### src/rtl/fetch_ctrl.sv
// ============================================================================
// Module  : fetch_ctrl
// Brief   : Instruction fetch sequencer. It owns the PC, issues fetches, and
//           queues the responses for decode. It handles redirects and halt.
//           Optional performance counters are enabled by FETCH_CTRL_PERF_EN.
// Revision: 1.0 - initial release
// ============================================================================
`default_nettype none

module fetch_ctrl #(
   parameter logic [15:0] RESET_PC = 16'h0000,
   parameter int          QDEPTH   = 2
) (
   input  logic        clk,
   input  logic        rst,
   output logic        fetch_en,
   output logic [15:0] fetch_addr,
   input  logic        fetch_ready,
   input  logic [15:0] fetch_instr,
   input  logic [15:0] fetch_pc,
   output logic        out_valid,
   output logic [15:0] out_instr,
   output logic [15:0] out_pc,
   input  logic        out_accept,
   input  logic        redirect,
   input  logic [15:0] redirect_pc,
   input  logic        halt,
   output logic        halted
`ifdef FETCH_CTRL_PERF_EN
   ,
   output logic [31:0] perf_stall_cnt,
   output logic [15:0] perf_flush_cnt
`endif
);

   localparam int AW = (QDEPTH > 1) ? $clog2(QDEPTH) : 1;
   localparam int CW = AW + 1;
   localparam int SW = AW + 2;

   localparam logic [0:0] S_RUN  = 1'b0;
   localparam logic [0:0] S_HALT = 1'b1;

   localparam logic [15:0] c_reset_pc = RESET_PC & 16'hFFFE;

   logic [0:0]    r_state;
   logic [15:0]   r_pc;
   logic          r_inflight;
   logic          r_discard;
   logic [AW-1:0] r_rd_ptr;
   logic [AW-1:0] r_wr_ptr;
   logic [CW-1:0] r_count;
   logic [15:0]   r_q_instr [QDEPTH];
   logic [15:0]   r_q_pc    [QDEPTH];

   logic          w_pop;
   logic          w_push;
   logic [SW-1:0] w_occupancy;
   logic [SW-1:0] w_limit;

   assign out_valid  = (r_count != '0);
   assign out_instr  = r_q_instr[r_rd_ptr];
   assign out_pc     = r_q_pc[r_rd_ptr];
   assign fetch_addr = r_pc;
   assign halted     = (r_state == S_HALT);

   assign w_pop       = out_valid && out_accept;
   // A response that lands in the redirect cycle belongs to the old path.
   assign w_push      = fetch_ready && !r_discard && !redirect;
   assign w_occupancy = SW'(r_count) + SW'(r_inflight);
   assign w_limit     = SW'(QDEPTH) + SW'(w_pop);

   // Dequeue credit lets a slot freed this cycle be reused immediately.
   assign fetch_en = !rst && (r_state == S_RUN) && !redirect && !halt &&
                     (w_occupancy < w_limit);

   always_ff @(posedge clk or posedge rst) begin
      if (rst) begin
         r_state    <= S_RUN;
         r_pc       <= c_reset_pc;
         r_inflight <= 1'b0;
         r_discard  <= 1'b0;
      end else begin
         r_inflight <= fetch_en;
         r_discard  <= redirect && r_inflight;
         if (redirect) begin
            r_state <= S_RUN;
            r_pc    <= redirect_pc & 16'hFFFE;
         end else begin
            if (r_state == S_RUN && halt) begin
               r_state <= S_HALT;
            end
            if (fetch_en) begin
               r_pc <= r_pc + 16'd2;
            end
         end
      end
   end

   always_ff @(posedge clk or posedge rst) begin
      if (rst) begin
         r_rd_ptr <= '0;
         r_wr_ptr <= '0;
         r_count  <= '0;
         for (int i = 0; i < QDEPTH; i++) begin
            r_q_instr[i] <= '0;
            r_q_pc[i]    <= '0;
         end
      end else if (redirect) begin
         r_rd_ptr <= '0;
         r_wr_ptr <= '0;
         r_count  <= '0;
      end else begin
         if (w_push) begin
            r_q_instr[r_wr_ptr] <= fetch_instr;
            r_q_pc[r_wr_ptr]    <= fetch_pc;
            r_wr_ptr            <= r_wr_ptr + 1'b1;
         end
         if (w_pop) begin
            r_rd_ptr <= r_rd_ptr + 1'b1;
         end
         case ({w_push, w_pop})
            2'b10:   r_count <= r_count + 1'b1;
            2'b01:   r_count <= r_count - 1'b1;
            default: r_count <= r_count;
         endcase
      end
   end

`ifdef FETCH_CTRL_PERF_EN
   always_ff @(posedge clk or posedge rst) begin
      if (rst) begin
         perf_stall_cnt <= '0;
         perf_flush_cnt <= '0;
      end else begin
         if (r_state == S_RUN && !fetch_en && !redirect &&
             perf_stall_cnt != 32'hFFFF_FFFF) begin
            perf_stall_cnt <= perf_stall_cnt + 32'd1;
         end
         if (redirect && (out_valid || r_inflight) &&
             perf_flush_cnt != 16'hFFFF) begin
            perf_flush_cnt <= perf_flush_cnt + 16'd1;
         end
      end
   end
`endif

endmodule

`default_nettype wire
### config.mk
export PLATFORM = sky130hd
export DESIGN_NAME = fetch_ctrl
export DESIGN_NICKNAME = d
export VERILOG_FILES = /design/src/rtl/fetch_ctrl.sv
export SDC_FILE = /design/constraint.sdc
export NUM_CORES = 1
export LEC_CHECK = 0
export CAP_MARGIN = 10
export CORE_UTILIZATION = 53
export DETAILED_ROUTE_END_ITERATION = 16
export GPL_TIMING_DRIVEN = 0
export PLACE_DENSITY = 0.92
export SETUP_SLACK_MARGIN = 0.02
export SLEW_MARGIN = 20
export SYNTH_ARGS = -nofsm -noshare
export SYNTH_HDL_FRONTEND = slang
export SYNTH_SLANG_ARGS = --single-unit
### constraint.sdc
create_clock -name clk -period 7.62 [get_ports clk]
set_input_delay 0.762 -clock clk [delete_from_list [all_inputs] [get_ports clk]]
set_output_delay 0.762 -clock clk [all_outputs]
set_load 0.1 [all_outputs]
==> Word-level counts from Yosys, hierarchy flattened <==
Cells that the tools add are included.
{ "word_totals": {"reg_bits": 87, "inputBits": 54, "out_inout_bits": 51, "elab_cells": 69} }
{ "classes": {"addsub": 7, "order_cmp": 4, "eq_ne": 2, "mux": 20, "bitwise_logic": 4, "n_reduce_logical": 21} }
{ "ops": {"columns": ["cell", "count"], "rows": [
  ["two-way mux 16 bit", 9],
  ["bitwise mux 32 bit", 2],
  ["adder 16 x 2 -> 16 bit (second input constant)", 1],
  ["demux 16 bit (select 1 bit)", 1],
  ["logical AND 1 bit", 10],
  ["nonzero test 2 bit", 5],
  ["two-way mux 1 bit", 6],
  [">= comparator 2 bit (second input constant)", 2],
  ["zero test 1 bit", 4],
  ["NOT 1 -> 2 bit", 2],
  ["case mux 2 bit (2 select lines)", 1],
  ["adder 2 x 1 -> 3 bit", 1],
  ["adder 2 x 1 -> 3 bit (first input constant)", 1],
  ["< comparator 3 bit", 1],
  ["nonzero test 3 bit", 1],
  ["adder 1 bit (second input constant)", 2],
  ["adder 2 x 1 -> 2 bit (second input constant)", 1],
  ["equality test 2 x 1 -> 1 bit (second input constant)", 1],
  ["equality test 2 bit (second input constant)", 1],
  ["< comparator 2 x 1 -> 1 bit (second input constant)", 1],
  ["two-way mux 2 bit", 1],
  ["NOT 1 bit", 2],
  ["AND reduction 2 bit", 1],
  ["subtractor 2 x 1 -> 2 bit (second input constant)", 1]
]} }

==> Logic depth before layout (Yosys ltp) <==
Gate-level depths: netlist of the first run.
{ "logic_depth": {"ltp_word": 7, "mapped_depth": 9, "depth_no_buf": 8} }

==> Least setup slack after synthesis of the first run <==
OpenSTA, ideal clock, no wires.
{ "synth_path": {"kind": "register -> output", "from": "reg r_state (netlist: halted)", "to": "out fetch_en", "arrival_ns": 2.021, "required_ns": 6.858, "path_slack_ns": 4.837, "stages_incl_launch_ff": 6, "n_path_buf": 1, "cell_sequence": "dfrtp_1 nor4_2 and2_1 nand2_2 inv_2 buf_2"} }
{ "synth_between": {"elab_chain_cells": 5} }
{ "synth_lines": {"columns": ["element", "line", "source"], "rows": [
  ["start, declared", "45", "logic [0:0] r_state;"],
  ["start signal, assigned", "78", "r_state <= S_RUN;"],
  ["start signal, assigned", "86", "r_state <= S_RUN;"],
  ["start signal, assigned", "90", "r_state <= S_HALT;"],
  ["NOT 1 bit", "73", "assign fetch_en = !rst && (r_state == S_RUN) && !redirect && !halt &&"],
  ["logical AND 1 bit (4 in a row)", "73", null],
  ["end, declared", "16", "output logic fetch_en,"]
]} }
No other way between the ends.

==> Final worst setup path of the first run <==
{ "layout_path": {"from": "in rst", "to": "out fetch_en"} }
{ "layout_between": {"elab_chain_cells": 5} }
{ "layout_lines": {"columns": ["element", "line", "source"], "rows": [
  ["start, declared", "15", "input logic rst,"],
  ["zero test 1 bit (no source line)", null, null],
  ["logical AND 1 bit (4 in a row)", "73", null]
]} }
No other way between the ends.

==> impl_metrics.ini, run 1 <==
[floorplan]
dieArea_um2 = 7923
core-area_um2 = 7292
initial_core_util_pct = 55.03
die_h_um = 89.01
ios = 105
fp.dieW_um = 89.01
num_rows = 31

[setup_path]
worst_setup_path_start_kind = primary input
criticalPathCategory = primary input to output port
cp_num_buf_inv = 4
cpMaxStageDelayCell = clkdlybuf4s50_1
crit_path_end_kind = output port
cp_data_required_time_ns = 6.86
crit_fanout = 11
cp_cell_sequence = clkdlybuf4s50_1, nor4_2, and2_1, nand2_2, inv_2, buf_2, clkdlybuf4s50_1
cp_slowest_stage_delay_ns = 1.18
critPathMostFrequentCell = clkdlybuf4s50_1
critPathTopFamily = buffers and inverters
ff2ff_setup_slack_ns = 5.48
crit_arrival_ns = 3.48

[synthesis]
ys.flop_type = dfrtp_1
ys_seq_area_share_pct = 53.63
synth_top_area_share_pct = 53.63
synth_top_area_cell = dfrtp_1
synth_most_common_cell = mux2_2
ys_ff_latch = 86
synth_top_family_by_area = multiplexers
synth_xor_xnor_area_share_pct = 0.6548
async_reset_ff_share_pct = 100.0
synth_nets = 360
synth-compound-area-share_pct = 7.016
synthCells = 303
synthAdderAreaFrac_pct = 0.9355
synth-simple-area-share_pct = 7.421
syn_avg_cell_area_um2 = 13.24
yosysWarnings = 0
synth_edf_count = 0
synth_common_cells = mux2_2 (96), dfrtp_1 (86), a221o_1 (11), nor2_1 (11), nor3_1 (9)
synthesis.area_um2 = 4013
synth_cell_types = 44
synth_mux_area_share_pct = 27.19
synth_area_leaders = dfrtp_1 (54%), mux2_2 (27%), a221o_1 (2.7%)

[route]
routed_wl_um = 9018
antenna_left = 0
drcViolationCount = 0
first_iter_violations = 82
vias = 2872
wl_per_cell_um = 17.34
routed_via_density = 5.523
drtPass1Iterations = 4

[hold_path]
hold_path.class = register to register

[timing]
finClkSkew_ns = 0.01298
whs_ns = 0.5113
fmax_mhz = 235.8
rsz0062_at_grt = false
setup_viol = 0
finalCritPeriodShare_pct = 55.66
final-hold-violation-count = 0
maxSlewHeadroom_pct = 31.68
tns_ns = 0
tightest_slew_ns = 1.022
timing.final.max_slew_violations = 0
min_period_ns = 4.241

[clock_tree]
cts_buffer_depth = 2
cts_made_buffers = 9
cts_hold_buf = 0
insertion_delay_ns = 0.35
cts_resized = 0
cts_tree = built
cts.clk_slew.worst_paths_ns = 0.09
cts.sinks = 86
h-tree-depth = 3
cts_setup_buffers = 0
cts_root_buf = clkbuf_8

[global_routing]
grt_pass1_vias = 2903
grt_max_degree = 50
grt_overflow = 0
grt_pass1_wl_um = 14240
grt.total_usage_pct = 23.77
antenna_found_initial = 0

[final_layout]
area_growth_pct = 33.93
final_util_pct = 73.70
n_antenna_cell = 0
drive_gt1_share_pct = 32.07
nets = 473
fin_area_um2 = 5374
fin_cells = 520

[pwr]
p_int_uw = 957.1
peakVddDrop_mv = 0.1377
p_leak_nw = 2.241
power_frac_clock_pct = 18.7
p_seq_share_pct = 36.4
switching_share_pct = 44.03
p_per_area_nw_per_um2 = 318.2
power_frac_comb_pct = 44.9
p_switching_uw = 752.8

[placed_design]
dp_hpwl_um = 6419
numPlacedInstances = 504
port_buffers = 101
placed_cell_area_um2 = 5177
place.gp.congestion = 0.8730

[run]
drv_cap = 0

[status]
status = complete, no violations
-- cell families after synthesis --
group / count (synthesis)
multiplexers: 97
flip-flops: 86
AND/OR/NAND/NOR: 51
AO/OA/AOI/OAI: 37
buffers and inverters: 25
adder cells (fa/ha/maj): 3
XOR/XNOR: 3
other: 1
-- path summary, 6_finish.rpt --
path                            start            end  depth (start not counted)
min in group asynchronous         rst   r_q_instr[3]                          2
setup / recovery                  rst       fetch_en                          7
max in group asynchronous         rst     r_q_pc[31]                          3
setup reg to reg           r_count[0]  fetch_addr[2]                          9
hold / removal              r_q_pc[8]      r_q_pc[8]                          1
hold reg to reg             r_q_pc[8]      r_q_pc[8]                          1
-- cell usage in the layout (no fill, tap or decap), types with 3 or more instances in the layout --
master             n
o21ai_0            4
mux2_2            96
a21o_1             7
o21ai_1            3
a21oi_1            5
clkbuf_8           9
inv_1              4
nor2b_1            4
clkdlybuf4s50_1  101
nor3_1             9
dfrtp_1           86
clkbuf_1           9
a221o_1           11
nor2_1            11
ha_1               3
nand2_1            7
buf_2              8
-- sequential cells by signal (all words and copies together), names as in the netlist --
name / flops
fetch_addr: 15
halted: 1
r_count: 2
r_discard: 1
r_inflight: 1
r_q_instr: 32
r_q_pc: 32
r_rd_ptr: 1
r_wr_ptr: 1
-- power by group through the flow --
stage,combinational (mW),sequential [mW],clock [mW]
CTS,0.772,0.622,0.328
finish,0.767,0.622,0.320
global route,0.798,0.635,0.346
global placement,0.755,0.618,0
floorplan,0.555,0.672,0
detailed placement,0.769,0.630,0
-- metal layers --
layer / share of wire, % / track usage (%) / routed length, um
met1: 43 / 29.80 / 3917
met2: 48 / 40.70 / 4362
met3: 6.9 / 5.540 / 623
met4: 1.3 / 8.225 / 115
met5: 0 / 0 / 0
-- final cells by class --
cell class / instances / area (um2)
inverter: 6 / 25.02
timing repair buffer: 102 / 1039
clock buffer: 10 / 127.6
buffer: 19 / 100.1
multi-input combinational: 192 / 1738
clock inverter: 6 / 68.82
sequential: 86 / 2152
tap: 99 / 123.9
fill: 493 / 1918
-- through the flow --
stage | worst slack, ns | total power, mW
floorplan | 4.636 | 1.227
global placement | 3.320 | 1.372
detailed placement | 3.413 | 1.399
CTS | 3.396 | 1.722
global route | 3.262 | 1.779
finish | 3.379 | 1.710
Power figures use the tool's default switching activity.
==> inputs of run 2 (changes only) <==
- CORE_UTILIZATION: 53 -> 49
- PLACE_DENSITY: 0.92 -> 0.86
- clock period: 7.62 -> 4 ns (I/O delays scaled with it)
==> run 2 against run 1 <==
Via count shrank 0.17%; power rose by 94%; flip-flop and latch count unchanged; critical path depth rose by 1; utilization fell by 4.5 points; worst hold slack worse by 0.19 ns; combinational power increased by 90%; global-route usage down 2.0 points; largest cell class unchanged; highest routed layer unchanged.
==> impl_metrics.ini, run 2 (synthesized netlist as in run 1, its figures left out) <==
[status]
status = complete, no violations

[timing]
tightest_slew_ns = 1.037
fmax_mhz = 275.5
setup_viol = 0
final-hold-violation-count = 0
whs_ns = 0.3252
maxSlewHeadroom_pct = 30.67
timing.final.max_slew_violations = 0
rsz0062_at_grt = false
tns_ns = 0
min_period_ns = 3.630
finalCritPeriodShare_pct = 90.76
finClkSkew_ns = 0.007992
fin_ws_ns = 0.3698

[setup_path]
crit_start = r_count[0]
cpMaxStageDelayCell = clkdlybuf4s50_1
cp_data_required_time_ns = 3.60
critPathMostFrequentCell = ha_1
worst_setup_path_start_kind = register
crit_arrival_ns = 3.23
cp_slowest_stage_delay_ns = 1.18
r2r-start = r_count[0]
crit_path_end_kind = output port
criticalPathCategory = register to output port
crit_fanout = 11
cp_cell_sequence = ha_1, ha_1, nor4_2, and2_1, nand2_2, inv_2, buf_2, clkdlybuf4s50_1

[run]
drv_cap = 0

[route]
vias = 2867
wl_per_cell_um = 17.18
routed_via_density = 5.482
antenna_left = 0
first_iter_violations = 131
drtPass1Iterations = 4
routed_wl_um = 8986
drcViolationCount = 0

[placed_design]
placed_cell_area_um2 = 5181
place.gp.congestion = 0.8903
pre_cts_slack_ns = 0.5237
port_buffers = 101
dp_hpwl_um = 6481

[pwr]
peakVddDrop_mv = 0.2487
p_per_area_nw_per_um2 = 614.4
p_leak_nw = 2.245

[clock_tree]
cts_hold_buf = 0
cts.sinks = 86
cts_made_buffers = 9
cts_setup_buffers = 0
cts_resized = 0
cts.clk_slew.worst_paths_ns = 0.08
cts_root_buf = clkbuf_8
h-tree-depth = 3
insertion_delay_ns = 0.34
cts_buffer_depth = 2
cts_tree = built

[final_layout]
fin_area_um2 = 5405
n_antenna_cell = 0
layout_commonest_cell = clkdlybuf4s50_1
nets = 473
layout.area.seq_um2 = 2152
multi_input_area_um2 = 1738
fillers = 577
drive_gt1_share_pct = 32.07
area_growth_pct = 34.71
final_cell_mix = clkdlybuf4s50_1 (101), mux2_2 (96), dfrtp_1 (86)

[floorplan]
fp.dieW_um = 92.49
ios = 105
num_rows = 32
core-area_um2 = 7807
dieArea_um2 = 8554
initial_core_util_pct = 51.39
die_h_um = 92.49

[global_routing]
grt.total_usage_pct = 21.78
antenna_found_initial = 0
grt_overflow = 0
grt_pass1_wl_um = 14240
grt_max_degree = 60
grt_pass1_vias = 2906

[hold_path]
hp-start = redirect
hold_path.class = primary input to register
[run 2: cell count changes in the layout (fill, tap and decap cells not counted)]
cell        change
clkinv_4        -1
bufinv_16       +1
inv_6           -2
clkinvlp_4      +2
clkinv_2        -1
clkbuf_8        +1
[run 2: power by group]
part | total, mW | leakage, nW | switching (mW) | internal [mW]
clock network | 0.676 | 0.102 | 0.307 | 0.369
logic | 1.46 | 1.11 | 1.00 | 0.463
registers | 1.18 | 1.04 | 0.115 | 1.07
total | 3.32 | 2.25 | 1.42 | 1.90
[run 2: final cells by class]
class,instances,area share (%)
plain buffers,19,1.852
clock buffers,11,2.616
well taps,102,2.361
multi-input cells,192,32.15
clock inverters,5,1.528
flip-flops and latches,86,39.81
inverters,6,0.4630
repair buffers,102,19.21
[run 2: worst paths after layout]
path | endpoint | slack [ns] | cells past startpoint
min reg2reg | r_discard | 0.50 | 1
max in group asynchronous | fetch_addr[7] | 2.97 | 3
min | fetch_addr[15] | 0.33 | 2
min in group asynchronous | r_q_instr[2] | 0.43 | 2
max reg2reg | fetch_addr[2] | 1.89 | 9
max | fetch_en | 0.37 | 8
[run 2: critical path: cells and delay by family, from the launching register on]
kind | cells | cell delay [ns]
flops | 1 | 0.43
simple gates | 3 | 0.56
fa+ha+maj | 2 | 0.38
buf+inv | 3 | 1.52
[run 2: through the flow]
step | power (mW) | cells | util (%)
2_1_floorplan | 2.337 | 303 | -
3_3_place_gp | 2.617 | 506 | 65.98
3_5_place_dp | 2.665 | 507 | 66.36
4_1_cts | 3.342 | 523 | 69.23
5_1_grt | 3.445 | 523 | 69.23
6_report | 3.321 | 523 | 69.23
[run 2: routing by layer]
| metal | routed length (um) | GRT usage [%] | up-vias |
|---|---|---|---|
| li1 | - | - | 1326 |
| met1 | 3986 | 28.66 | 1422 |
| met2 | 4329 | 36.23 | 107 |
| met3 | 556 | 4.269 | 12 |
| met4 | 113 | 7.031 | 0 |
| met5 | 0 | 0 | - |
==> inputs of run 3 (changes only) <==
- CAP_MARGIN: 10 -> not set
- CORE_ASPECT_RATIO: not set -> 0.6
==> run 3 against run 2 <==
First-iteration DRC count grew 40%; largest cell class unchanged; highest routed layer unchanged; wire length rose by 7.3%; combinational power about the same; final cell count up 0.96%; largest power group unchanged.
==> impl_metrics.ini, run 3 (synthesized netlist as in run 1, its figures left out) <==
[floorplan]
die_h_um = 72.10
core-area_um2 = 7914
ios = 105
initial_core_util_pct = 50.70
num_rows = 25
fp.dieW_um = 118.8
dieArea_um2 = 8567

[final_layout]
area_growth_pct = 36.51
n_antenna_cell = 0
final_cell_mix = clkdlybuf4s50_1 (101), mux2_2 (96), dfrtp_1 (86)
nets = 473
layout_commonest_cell = clkdlybuf4s50_1
fin_cells = 528
fin_area_um2 = 5478
drive_gt1_share_pct = 32.14

[setup_path]
crit_path_end_kind = output port
worst_setup_path_start_kind = register
cp_data_required_time_ns = 3.60
critPathMostFrequentCell = ha_1
cp_slowest_stage_delay_ns = 1.19
crit_arrival_ns = 3.26
cpMaxStageDelayCell = clkdlybuf4s50_1
cp_cell_sequence = ha_1, ha_1, nor4_2, and2_1, nand2_2, inv_2, buf_2, clkdlybuf4s50_1
crit_fanout = 11
criticalPathCategory = register to output port

[pwr]
p_switching_mw = 1.455
p_total_mw = 3.465
peakVddDrop_mv = 0.3695
p_seq_share_pct = 34.3
power_frac_clock_pct = 23.5
p_leak_nw = 2.281
switching_share_pct = 41.97
p_per_area_nw_per_um2 = 632.6
power_frac_comb_pct = 42.2
p_int_mw = 2.011

[timing]
rsz0062_at_grt = false
maxSlewHeadroom_pct = 32.85
setup_viol = 0
finClkSkew_ns = 0.006829
tns_ns = 0
timing.final.max_slew_violations = 0
tightest_slew_ns = 1.004
final-hold-violation-count = 0
min_period_ns = 3.661
fmax_mhz = 273.2
finalCritPeriodShare_pct = 91.52

[status]
status = complete, no violations

[clock_tree]
cts_setup_buffers = 0
cts_buffer_depth = 2
cts_root_buf = clkbuf_16
cts_tree = built
h-tree-depth = 3
insertion_delay_ns = 0.34
cts.sinks = 86
cts.clk_slew.worst_paths_ns = 0.06
cts_hold_buf = 0
cts_made_buffers = 9
cts_resized = 0

[route]
drcViolationCount = 0
wl_per_cell_um = 18.26
vias = 2892
first_iter_violations = 184
antenna_left = 0
routed_wl_um = 9640
drtPass1Iterations = 4
routed_via_density = 5.477

[global_routing]
grt_pass1_vias = 3013
grt.total_usage_pct = 24.22
antenna_found_initial = 0
grt_pass1_wl_um = 15650
grt_max_degree = 59
grt_overflow = 0

[run]
drv_cap = 0

[placed_design]
port_buffers = 101
place.gp.congestion = 0.8434
dp_hpwl_um = 7035
placed_cell_area_um2 = 5189
numPlacedInstances = 513

[hold_path]
hold_path.class = primary input to register
## run 3: layout make-up
cell class                 instances  area [um2]
clock inverter                     6       63.81
fill                             579        2436
timing repair buffer             102        1039
sequential                        86        2152
inverter                           6       25.02
multi-input combinational        192        1738
buffer                            19       100.1
tap                              108       135.1
clock buffer                       9       225.2
## run 3: worst max-delay path, delay by kind of cell (launching register included)
family        cells  cell delay, ns
fa+ha+maj         2            0.39
flops             1            0.43
simple gates      3            0.53
buf+inv           3            1.56
## run 3: layer usage
layer  wire, um  GRT usage, %  vias to the layer above
met5          0             0                        -
met4        129         8.298                        0
met3        669         8.019                       12
met2       4547         38.14                      100
met1       4293         31.88                     1456
li1           -             -                     1324
## run 3: worst paths after layout
path,start,to,slack (ns),depth (start not counted)
min reg2reg,r_q_instr[13],r_q_instr[13],0.50,1
max,r_count[0],fetch_en,0.34,8
min,redirect,fetch_addr[15],0.33,2
max reg2reg,r_count[0],fetch_addr[2],1.84,9
max in group asynchronous,rst,r_q_pc[16],2.94,3
min in group asynchronous,rst,fetch_addr[6],0.46,2
## run 3: per-stage QoR
step	util (%)	hold WS (ns)	setup WS, ns
2_1_floorplan	-	0.4649	1.349
4_1_cts	69.22	0.3155	0.3446
6_report	69.22	0.3254	0.3394
3_3_place_gp	65.19	0.4812	0.07213
5_1_grt	69.22	0.3416	0.1850
3_5_place_dp	65.57	0.4903	0.5161
## run 3: power by group through the flow
stage / Sequential (mW) / Clock [mW] / Combinational, mW
floorplan: 1.28 / 0 / 1.06
global placement: 1.18 / 0 / 1.44
detailed placement: 1.20 / 0 / 1.47
CTS: 1.19 / 0.829 / 1.47
global route: 1.22 / 0.861 / 1.52
finish: 1.19 / 0.815 / 1.46
